## src/rtl/lock_chamber_level.sv

```systemverilog
// rtl/lock_chamber_level.sv - lock chamber water level sequencer with BCD digits and level flags
module lock_chamber_level #(
    parameter int HIGH_LEVEL = 80,
    parameter int LOW_LEVEL  = 50,
    parameter int STEP       = 5
) (
    input  logic       clk,
    input  logic       reset,
    input  logic       tick,
    input  logic       fill_btn,
    input  logic       drain_btn,
    input  logic       inner_open,
    input  logic       outer_open,
    output logic [3:0] level_ones,
    output logic [3:0] level_tenths,
    output logic       at_high,
    output logic       at_low,
    output logic       busy,
    output logic       fault
);

    typedef enum logic [1:0] {
        IDLE  = 2'd0,
        FILL  = 2'd1,
        DRAIN = 2'd2
    } state_t;

    state_t     state;
    logic [6:0] level;
    logic       fill_q;
    logic       drain_q;

    logic       fill_rise;
    logic       drain_rise;
    logic       ports_open;
    logic [7:0] up_sum;
    logic [6:0] up_level;
    logic [6:0] down_level;

    assign fill_rise  = fill_btn & ~fill_q;
    assign drain_rise = drain_btn & ~drain_q;
    assign ports_open = inner_open | outer_open;

    // Next level candidates, clamped so a non-multiple step lands exactly on the target
    always_comb begin
        up_sum     = {1'b0, level} + 8'(STEP);
        up_level   = (up_sum >= 8'(HIGH_LEVEL)) ? 7'(HIGH_LEVEL) : up_sum[6:0];
        down_level = ({1'b0, level} >= 8'(LOW_LEVEL + STEP)) ? (level - 7'(STEP))
                                                            : 7'(LOW_LEVEL);
    end

    // Sequencer: button edges start an operation, ticks move the level, an open port aborts it
    always_ff @(posedge clk) begin
        if (reset) begin
            state   <= IDLE;
            level   <= 7'(LOW_LEVEL);
            fill_q  <= 1'b0;
            drain_q <= 1'b0;
            fault   <= 1'b0;
        end else begin
            fill_q  <= fill_btn;
            drain_q <= drain_btn;
            case (state)
                IDLE: begin
                    if (fill_rise && !drain_rise && !ports_open && level < 7'(HIGH_LEVEL)) begin
                        state <= FILL;
                    end else if (drain_rise && !fill_rise && !ports_open &&
                                 level > 7'(LOW_LEVEL)) begin
                        state <= DRAIN;
                    end
                end
                FILL: begin
                    if (ports_open) begin
                        state <= IDLE;
                        fault <= 1'b1;
                    end else if (tick) begin
                        level <= up_level;
                        if (up_level == 7'(HIGH_LEVEL)) begin
                            state <= IDLE;
                        end
                    end
                end
                DRAIN: begin
                    if (ports_open) begin
                        state <= IDLE;
                        fault <= 1'b1;
                    end else if (tick) begin
                        level <= down_level;
                        if (down_level == 7'(LOW_LEVEL)) begin
                            state <= IDLE;
                        end
                    end
                end
                default: state <= IDLE;
            endcase
        end
    end

    assign level_ones   = 4'(level / 7'd10);
    assign level_tenths = 4'(level % 7'd10);
    assign at_high      = (level == 7'(HIGH_LEVEL));
    assign at_low       = (level == 7'(LOW_LEVEL));
    assign busy         = (state != IDLE);

endmodule

```

## config.mk

```make
export PLATFORM = sky130hd
export DESIGN_NAME = lock_chamber_level
export DESIGN_NICKNAME = d
export VERILOG_FILES = /design/src/rtl/lock_chamber_level.sv
export SDC_FILE = /design/constraint.sdc
export NUM_CORES = 1
export LEC_CHECK = 0
export CAP_MARGIN = 10
export CORE_ASPECT_RATIO = 1.1
export CORE_UTILIZATION = 61
export CTS_CLUSTER_DIAMETER = 30
export DETAILED_ROUTE_END_ITERATION = 10
export PLACE_DENSITY = 0.86
export SLEW_MARGIN = 20
export SYNTH_ARGS = -nofsm -noshare
export SYNTH_HDL_FRONTEND = slang
export SYNTH_SLANG_ARGS = --single-unit
```

## constraint.sdc

```tcl
create_clock -name clk -period 6.1 [get_ports clk]
set_input_delay 1.83 -clock clk [delete_from_list [all_inputs] [get_ports clk]]
set_output_delay 1.83 -clock clk [all_outputs]
set_load 0.02 [all_outputs]
```

==> key figures, run 1 <==
Outcome
  • Outcome: completed

Clock tree
  • CTS resizes: 0
  • Buffer depth of the longest clock path: 2
  • Clock Pin Slew Worst Setup and Hold Paths: approximately 0.08 ns
  • Buffers inserted by post-CTS timing repair: 0
  • CTS H-tree lvls: 1
  • Root buffer cell: clkbuf_4
  • Worst-Skew Late Latency: ~0.28 ns
  • Hold-fix buffers, CTS: 0
  • CTS tree: yes
  • CTS Buf Count: 3
  • Clock sink count: 12

Global route
  • GR Overflow Total: 0
  • First-pass GRT wire length: around 7400 um
  • Vias in the first global route: about 1,700
  • Antenna violations before repair: 0
  • Gr usage total: 0.331
  • Largest net degree at the start of global routing: 31

Floorplan
  • Cell Rows: 19
  • Die height: ~56 um
  • Core area: between 0.002 and 0.0025 mm^2
  • Boundary pin count: 19
  • Initial Utilization: 0.641
  • Full die area: between 0.002 and 0.003 mm^2
  • Chip width: around 50 um

Synthesis
  • Top-area cell type share of the netlist area: 0.150
  • Synth top area cells: dfxtp_1, ha_1, a21oi_1, nand2_1, o21ai_0
  • Syn nets: 247
  • Syn_area_per_cell: about 6.9 um^2
  • Number of synthesis warnings: 0
  • Ys async rst share: 0
  • EDFF count, synth: 0
  • Yosys top cell by area: dfxtp_1
  • Ys flop type: dfxtp_1
  • Synthesized area: 0.00160 mm^2
  • Post-Synthesis Cells: around 230
  • Sequential area share after synthesis: 0.150
  • Cell variety after synth: slightly above 60
  • Synthesized flop and latch total: 12

Cells and area
  • Design Area, Final: roughly 0.0018 mm^2
  • Final #Nets: 250
  • Filler cells: approximately 210
  • Commonest cells after routing, fill and taps aside: nand2_1, a21oi_1, clkdlybuf4s50_1, nor2_1, o21ai_0
  • Layout cells sized above 1: 0.0684
  • Commonest non-fill, non-tap cell in the layout: nand2_1
  • Area Growth Syn to Fin: 10.6%
  • # diodes: 0

Power and ir drop
  • Max rail drop VDD: ~0.00013 V
  • P_leak: about 0.65 nW
  • Pwr per Cell Area: 93.9 mW/mm^2

Placement
  • Area after DPL: approximately 0.0017 mm^2
  • IO buf count: 18
  • Routability cong.: 0.918
  • Post-DP HPWL: ~3100 um

Min path
  • Hold Crit Class: flip-flop to flip-flop
  • Hold depth: 2
  • WHS Endpoint: fault
  • HP Start: fault

Route
  • Residual DRC: 0
  • Routed Wire Length: approximately 4400 um
  • Initial DRC Count: around 140
  • TritonRoute pass-1 iters: 5
  • Average wire per standard cell: 16.4 um
  • Vias: 1,852
  • Post-DR vias/cell: between 6 and 7
  • Routed Antenna Nets: 0

Setup path
  • FF-to-FF End: state[1]
  • Critical Path RT: between 4 and 5 ns
  • Maximum fanout along the worst path: 24
  • R2r worst-path depth: 8
  • CP startpoint kind: flip-flop
  • Critical Path AT: 3.82 ns
  • R2R Setup Slk: between 3 and 4 ns
  • R2r startpoint: level[1]
  • Endpoint class of the critical path: output pin
  • Crit path kind: flip-flop to output pin

STA
  • Setup TNS: 0 ns
  • Setup-failing EPs final: 0
  • Clk_skew: 0.00810 ns
  • Slew @ Worst Pin: approximately 0.79 ns
  • Final hold vios: 0
  • Slew margin rel.: 0.472
  • Pins Over Slew Limit: 0
  • Unrepaired setup endpoints after global routing: no
  • Fmax achieved: about 180 MHz
  • Tmin final: ~5.6 ns
  • Tcrit/Tclk final: 0.926

Flow run
  • Max-cap violations: 0
-- worst max-delay path: stages (launching register included) --
cell and delay [ns]:
dfxtp_1 0.84, nand2_1 0.29, a311oi_1 0.44, ha_1 0.51, nor3b_1 0.10, a21oi_1 0.15, o221ai_1 0.15, o21ai_1 0.11
o21ai_0 0.10, a221o_1 0.31, clkdlybuf4s50_1 0.54
-- where the power goes --
group	internal [mW]	switching, mW	total [mW]	leakage (nW)
logic	0.00962	0.0108	0.0204	0.529
registers	0.0796	0.000936	0.0806	0.0974
clock network	0.0363	0.0289	0.0652	0.0210
-- sequential cells by signal, indices dropped and copies added, names as in the netlist --
signal and cells:
fill_q 1, fault 1, state 2, drain_q 1, level 7
-- routing by layer --
layer / track usage / wire [um] / up-vias
li1: - / - / 859
met1: 0.430 / 1780 / 869
met2: 0.526 / 2040 / 109
met5: 0 / 0 / -
met3: 0.0328 / 398 / 15
met4: 0.187 / 130 / 0
-- kinds of logic (layout without fill, tap and decap cells) --
kind of cell               Yosys count  after routing  synth area share
xor gates and xnor gates             6              6            0.0328
DFF                                 12             12             0.150
and+or+nand+nor                     85             85             0.281
muxes                                1              1           0.00626
buffers and inverters               36             38            0.0977
AOI/OAI and AO/OA                   83             83             0.363
adders and majority gates            9              9            0.0688
-- per-stage QoR --
step	worst slack [ns]	util	hold WS (ns)	instances	power, mW
6_report	0.454	0.709	0.488	265	0.166
3_5_place_dp	0.809	0.695	0.463	261	0.102
3_3_place_gp	1.07	0.695	0.455	261	0.102
2_1_floorplan	1.62	-	0.533	232	0.0938
5_1_grt	0.166	0.709	0.531	265	0.173
4_1_cts	0.502	0.709	0.498	265	0.169
-- worst max path at each step --
| stage | from | end | cells after the start |
|---|---|---|---|
| after floorplan | level[3] | level_tenths[1] | 10 |
| after global placement | level[6] | level_tenths[3] | 10 |
| after detailed placement | level[6] | level_tenths[3] | 10 |
| after CTS | level[6] | level_tenths[3] | 10 |
| after global routing | level[6] | level_tenths[3] | 10 |
| final | level[6] | level_tenths[3] | 10 |
-- cell type report --
class | count | area, um^2 | share of cell area
Multi-Input combinational cell | 184 | 1200 | 0.680
Clock buffer | 4 | 36.3 | 0.0205
Sequential cell | 12 | 240 | 0.136
Timing Repair Buffer | 21 | 203 | 0.114
Inverter | 13 | 48.8 | 0.0276
Tap cell | 31 | 38.8 | 0.0219
-- cells in the mapped netlist, drive strengths merged, types with 2 or more instances --
cell type and n:
nor2 16, a221oi 2, a221o 2, xnor2 6, o2111ai 3, nor3b 3, a31o 2, o31ai 2
nand3b 3, nor4 2, a21oi 19, dfxtp 12, and2 2, nand2 20, a31oi 6, o41ai 2
a311oi 4, nor3 3, nor2b 4, o211ai 2, o22ai 2, nand2b 5, or2 5, buf 12
or3 3, o311ai 3, clkbuf 11, a211o 3, o21ai 19, nand3 11, ha 8, nand4 4
inv 13, a21o 4
No activity file was read; power rests on OpenSTA's default activity.
==> inputs of run 2 (changes only) <==
CAP_MARGIN = unset   (was 10)
PLACE_DENSITY = 0.92   (was 0.86)
==> key figures, run 2 (synthesis results as in run 1) <==
Cells and area
  • Area Growth Syn to Fin: 11.1% (was 10.6%)
  • Commonest cells after routing, fill and taps aside: nand2_1, a21oi_1, clkdlybuf4s50_1, nor2_1, o21ai_0 (unchanged)
  • Largest registers: level x7, state x2 (unchanged)
  • Filler cells: 209 (unchanged)
  • FF/Latch Area: 240 um^2 (unchanged)
  • Final #Nets: 251 (was 250)
  • Layout cells sized above 1: 0.0723 (was 0.0684)
  • Area of the multi-input gates: 0.00120 mm^2 (unchanged)
  • Commonest non-fill, non-tap cell in the layout: nand2_1 (unchanged)
  • Max reg flops: 7 (unchanged)
  • # diodes: 0 (unchanged)
  • Top reg by flops: level (unchanged)
  • Non-filler cells, final: 266 (was 265)

Global route
  • Gr usage total: 0.336 (was 0.331)
  • Largest net degree at the start of global routing: 25 (was 31)
  • GR Overflow Total: 0 (unchanged)
  • Vias in the first global route: 1,663 (was 1,679)
  • Antenna violations before repair: 0 (unchanged)
  • First-pass GRT wire length: 7410 um (was 7380 um)

Route
  • Initial DRC Count: 140 (was 135)
  • Routed Antenna Nets: 0 (unchanged)
  • Residual DRC: 0 (unchanged)
  • Top sig layer: met4 (unchanged)
  • Post-DR vias/cell: 7.05 (was 6.99)
  • Met2 WL: 2170 um (was 2040 um)
  • TritonRoute pass-1 iters: 6 (was 5)
  • Met3 wire length: 525 um (was 398 um)
  • Routed Wire Length: 4500 um (was 4350 um)
  • Vias: 1,876 (was 1,852)
  • Metal-1 WL: 1700 um (was 1780 um)
  • Average wire per standard cell: 16.9 um (was 16.4 um)

Setup path
  • Maximum fanout along the worst path: 20 (was 24)
  • Endpoint class of the critical path: output pin (unchanged)
  • Slowest cell on crit path: dfxtp_1 (unchanged)
  • CP startpoint kind: flip-flop (unchanged)
  • Worst path buffer plus inverter count: 1 (unchanged)
  • Crit path kind: flip-flop to output pin (unchanged)
  • CP top delay family: compound AO/OA/AOI/OAI gates (unchanged)
  • Crit path cell chain: nand2b_1 > xnor2_1 > a311oi_1 > ha_1 > nor3b_1 > a21oi_1 > o221ai_1 > o21ai_1 > o21ai_0 > a221o_1 > clkdlybuf4s50_1 (was nand2_1 > a311oi_1 > ha_1 > nor3b_1 > a21oi_1 > o221ai_1 > o21ai_1 > o21ai_0 > a221o_1 > clkdlybuf4s50_1)
  • R2r worst-path depth: 8 (unchanged)
  • Critical Path AT: 3.73 ns (was 3.82 ns)
  • Critical Path RT: 4.27 ns (about the same)
  • FF-to-FF End: state[1] (unchanged)
  • R2R Setup Slk: 3.40 ns (was 3.36 ns)
  • Critical Path Max Stage Delay: 0.71 ns (was 0.84 ns)
  • R2r startpoint: level[1] (unchanged)

STA
  • Tmin final: 5.56 ns (was 5.65 ns)
  • Setup-failing EPs final: 0 (unchanged)
  • Pins Over Slew Limit: 0 (unchanged)
  • Fmax achieved: 180 MHz (was 177 MHz)
  • Unrepaired setup endpoints after global routing: no (unchanged)
  • Setup TNS: 0 ns (unchanged)
  • Final hold vios: 0 (unchanged)
  • Slew margin rel.: 0.485 (was 0.472)
  • Clk_skew: 0.00221 ns (was 0.00810 ns)
  • Min Hold Slack: 0.476 ns (was 0.488 ns)
  • Tcrit/Tclk final: 0.912 (was 0.926)
  • Slew @ Worst Pin: 0.772 ns (was 0.790 ns)

Placement
  • Routability cong.: 0.944 (was 0.918)
  • Post-DP HPWL: 3020 um (was 3140 um)
  • Placed cells: 262 (was 261)
  • IO buf count: 18 (unchanged)

Floorplan
  • Chip width: 50.8 um (unchanged)
  • Cell Rows: 19 (unchanged)
  • Die height: 55.7 um (unchanged)
  • Initial Utilization: 0.641 (unchanged)
  • Boundary pin count: 19 (unchanged)
  • Core area: 0.00250 mm^2 (unchanged)
  • Full die area: 0.00283 mm^2 (unchanged)

Min path
  • Hold depth: 2 (unchanged)
  • WHS Endpoint: fault (unchanged)
  • Hold Crit Class: flip-flop to flip-flop (unchanged)
  • HP Start: fault (unchanged)

Clock tree
  • Buffers inserted by post-CTS timing repair: 0 (unchanged)
  • CTS H-tree lvls: 1 (unchanged)
  • CTS resizes: 0 (unchanged)
  • Clock Pin Slew Worst Setup and Hold Paths: 0.09 ns (was 0.08 ns)
  • Root buffer cell: clkbuf_4 (unchanged)
  • CTS Buf Count: 3 (unchanged)
  • Hold-fix buffers, CTS: 0 (unchanged)
  • Buffer depth of the longest clock path: 2 (unchanged)
  • CTS tree: yes (unchanged)
  • Worst-Skew Late Latency: 0.29 ns (was 0.28 ns)
  • Clock sink count: 12 (unchanged)

Power and ir drop
  • Sequential share of power: 0.475 (was 0.485)
  • Power share of the combinational group: 0.120 (was 0.123)
  • Tot Pwr: 0.170 mW (was 0.166 mW)
  • Max rail drop VDD: 0.000146 V (was 0.000129 V)
  • P_leak: 0.652 nW (was 0.648 nW)
  • Sw power: 0.0442 mW (was 0.0406 mW)
  • Pwr per Cell Area: 95.6 mW/mm^2 (was 93.9 mW/mm^2)
  • Int Power: 0.126 mW (about the same)
  • Clk pwr share: 0.405 (was 0.393)
  • Switching share of power: 0.260 (was 0.244)

Outcome
  • Outcome: completed (unchanged)

Flow run
  • Max-cap violations: 0 (unchanged)
-- run 2: changes by cell type in the layout (fill, tap and decap cells not counted), sizes merged --
cell,before,now
buf,3,4
-- run 2: final cells by class --
cell class / count / share of cell area
tap: 31 / 0.0218
timing repair buffer: 22 / 0.118
sequential: 12 / 0.135
inverter: 13 / 0.0274
multi-input combinational: 184 / 0.677
clock buffer: 4 / 0.0204
-- run 2: per-stage QoR --
step / utilization / area [um^2] / worst slack [ns]
floorplan: - / 1600 / 1.62
global placement: 0.698 / 1740 / 1.04
detailed placement: 0.698 / 1740 / 0.931
CTS: 0.712 / 1780 / 0.614
global route: 0.712 / 1780 / 0.288
finish: 0.712 / 1780 / 0.537
-- run 2: worst min-delay path: cells and delay by family, from the launching register on --
| kind | cells | cell delay [ns] |
|---|---|---|
| compound gates | 1 | 0.04 |
| flops | 1 | 0.34 |
| simple gates | 1 | 0.07 |
-- run 2: power groups by stage --
stage / registers (mW) / clock network, mW / logic [mW]
floorplan: 0.0823 / 0 / 0.0116
global placement: 0.0824 / 0 / 0.0194
detailed placement: 0.0825 / 0 / 0.0198
CTS: 0.0806 / 0.0670 / 0.0200
global route: 0.0809 / 0.0703 / 0.0220
finish: 0.0807 / 0.0688 / 0.0204
-- run 2: routing by layer --
metal	track usage	up-vias
met2	0.549	164
met1	0.428	839
met3	0.0437	10
met5	0	-
met4	0.163	0
li1	-	863
-- run 2: worst max-delay path by stage --
stage / start / endpoint / slack (ns) / depth (start not counted)
2_1_floorplan: level[3] / level_tenths[1] / 1.62 / 10
3_3_place_gp: level[3] / level_tenths[3] / 1.04 / 11
3_5_place_dp: level[3] / level_tenths[3] / 0.93 / 11
4_1_cts: level[3] / level_tenths[3] / 0.61 / 11
5_1_grt: level[3] / level_tenths[2] / 0.29 / 9
6_report: level[3] / level_tenths[3] / 0.54 / 11
==> inputs of run 3 (changes only) <==
CORE_UTILIZATION = 40   (was 61)
PLACE_DENSITY = 0.66   (was 0.92)
==> key figures, run 3 (synthesis results as in run 1) <==
Global route
  • Vias in the first global route: 1,596 (was 1,663)
  • Largest net degree at the start of global routing: 25 (unchanged)
  • GR Overflow Total: 0 (unchanged)
  • Gr usage total: 0.224 (was 0.336)
  • Antenna violations before repair: 0 (unchanged)
  • First-pass GRT wire length: 7550 um (was 7410 um)

Clock tree
  • Root buffer cell: clkbuf_8 (was clkbuf_4)
  • CTS H-tree lvls: 1 (unchanged)
  • CTS Buf Count: 3 (unchanged)
  • Worst-Skew Late Latency: 0.24 ns (was 0.29 ns)
  • CTS tree: yes (unchanged)
  • CTS resizes: 0 (unchanged)
  • Hold-fix buffers, CTS: 0 (unchanged)
  • Buffers inserted by post-CTS timing repair: 0 (unchanged)
  • Clock Pin Slew Worst Setup and Hold Paths: 0.05 ns (was 0.09 ns)
  • Buffer depth of the longest clock path: 2 (unchanged)
  • Clock sink count: 12 (unchanged)

Setup path
  • Critical Path AT: 3.66 ns (was 3.73 ns)
  • Critical Path End: level_tenths[3] (unchanged)
  • Crit path cell chain: nand2b_1 > xnor2_1 > a311oi_1 > ha_1 > nor3b_1 > a21oi_1 > o221ai_1 > o21ai_1 > o21ai_0 > a221o_1 > clkdlybuf4s50_1 (unchanged)
  • R2R Setup Slk: 3.37 ns (was 3.40 ns)
  • Maximum fanout along the worst path: 19 (was 20)
  • CP startpoint kind: flip-flop (unchanged)
  • Critical Path Max Stage Delay: 0.71 ns (about the same)
  • Worst path buffer plus inverter count: 1 (unchanged)
  • Crit path from: level[5] (was level[3])
  • CP top delay family: compound AO/OA/AOI/OAI gates (unchanged)
  • Slowest cell on crit path: dfxtp_1 (unchanged)
  • Stages on worst setup path: 11 (unchanged)
  • R2r startpoint: level[3] (was level[1])
  • FF-to-FF End: level[4] (was state[1])
  • R2r worst-path depth: 7 (was 8)
  • Crit path kind: flip-flop to output pin (unchanged)
  • Critical Path RT: 4.27 ns (about the same)
  • Endpoint class of the critical path: output pin (unchanged)

Route
  • Vias: 1,754 (was 1,876)
  • TritonRoute pass-1 iters: 5 (was 6)
  • Routed Wire Length: 4410 um (was 4500 um)
  • Average wire per standard cell: 15.6 um (was 16.9 um)
  • Initial DRC Count: 115 (was 140)
  • Routed Antenna Nets: 0 (unchanged)
  • Post-DR vias/cell: 6.20 (was 7.05)
  • Residual DRC: 0 (unchanged)

STA
  • Final hold vios: 0 (unchanged)
  • Clk_skew: 0.00164 ns (was 0.00221 ns)
  • Slew margin rel.: 0.464 (was 0.485)
  • Tcrit/Tclk final: 0.900 (was 0.912)
  • Unrepaired setup endpoints after global routing: no (unchanged)
  • Setup TNS: 0 ns (unchanged)
  • Pins Over Slew Limit: 0 (unchanged)
  • Fmax achieved: 182 MHz (was 180 MHz)
  • Slew @ Worst Pin: 0.803 ns (was 0.772 ns)
  • Setup-failing EPs final: 0 (unchanged)
  • Tmin final: 5.49 ns (was 5.56 ns)

Cells and area
  • Top reg by flops: level (unchanged)
  • Largest registers: level x7, state x2 (unchanged)
  • Commonest cells after routing, fill and taps aside: nand2_1, a21oi_1, clkdlybuf4s50_1, nor2_1, o21ai_0 (unchanged)
  • Final core utilization: 0.481 (was 0.712)
  • Max reg flops: 7 (unchanged)
  • Layout cells sized above 1: 0.0644 (was 0.0723)
  • Non-filler cells, final: 283 (was 266)
  • Area Growth Syn to Fin: 12.4% (was 11.1%)
  • Design Area, Final: 0.00180 mm^2 (was 0.00178 mm^2)
  • Filler cells: 405 (was 209)
  • # diodes: 0 (unchanged)
  • Commonest non-fill, non-tap cell in the layout: nand2_1 (unchanged)
  • Final #Nets: 250 (was 251)

Power and ir drop
  • Pwr per Cell Area: 96.1 mW/mm^2 (was 95.6 mW/mm^2)
  • Max rail drop VDD: 0.000110 V (was 0.000146 V)
  • P_leak: 0.648 nW (was 0.652 nW)
  • Tot Pwr: 0.173 mW (was 0.170 mW)

Outcome
  • Outcome: completed (unchanged)

Placement
  • Placed cells: 280 (was 262)
  • Post-DP HPWL: 3110 um (was 3020 um)
  • Routability cong.: 0.870 (was 0.944)
  • Area after DPL: 0.00176 mm^2 (was 0.00174 mm^2)
  • IO buf count: 18 (unchanged)

Floorplan
  • Die height: 68.3 um (was 55.7 um)
  • Chip width: 62.3 um (was 50.8 um)
  • Full die area: 0.00426 mm^2 (was 0.00283 mm^2)
  • Core area: 0.00374 mm^2 (was 0.00250 mm^2)
  • Initial Utilization: 0.428 (was 0.641)
  • Cell Rows: 23 (was 19)
  • Boundary pin count: 19 (unchanged)

Min path
  • Hold Crit Class: flip-flop to flip-flop (unchanged)

Flow run
  • Max-cap violations: 0 (unchanged)
-- run 3: changes by cell type in the layout (fill, tap and decap cells not counted) --
cell,change
buf_4,-1
clkbuf_8,+2
clkbuf_4,-3
-- run 3: worst register-to-register path, stage by stage, from the launching register on --
cell and delay (ns):
dfxtp_1 0.66, buf_4 0.34, or2_0 0.42, a31oi_1 0.20, o311ai_1 0.36, o21ai_1 0.16, a21o_1 0.20, a221o_1 0.28
-- run 3: final cells by class --
class,instances,area [um^2],area share
clock buffer,3,41.3,0.0229
multi-input combinational,184,1200,0.669
inverter,13,48.8,0.0271
sequential,12,240,0.134
tap,50,62.6,0.0348
timing repair buffer,21,203,0.113
-- run 3: stage by stage --
stage / hold WS [ns] / worst slack, ns
floorplan: 0.533 / 1.62
global placement: 0.458 / 0.981
detailed placement: 0.461 / 0.877
CTS: 0.479 / 0.619
global route: 0.525 / 0.190
finish: 0.468 / 0.608
-- run 3: routing by layer --
layer,global-route usage,share of wire,vias to the layer above
met5,0,0,-
met4,0.119,0.029,0
met3,0.0283,0.040,18
met2,0.391,0.49,64
met1,0.272,0.44,809
li1,-,-,863
-- run 3: power breakdown --
part | leakage (nW) | internal [mW] | switching [mW]
Clock | 0.0216 | 0.0435 | 0.0289
Sequential | 0.0974 | 0.0799 | 0.000884
Combinational | 0.529 | 0.00959 | 0.0102
-- run 3: how the worst min path moves through the flow --
stage / startpoint / slack (ns) / cells past startpoint / to
finish: fault / 0.47 / 2 / fault
global route: fault / 0.52 / 2 / fault
CTS: fault / 0.48 / 2 / fault
detailed placement: fault / 0.46 / 2 / fault
global placement: fault / 0.46 / 2 / fault
floorplan: state[1] / 0.53 / 2 / state[1]
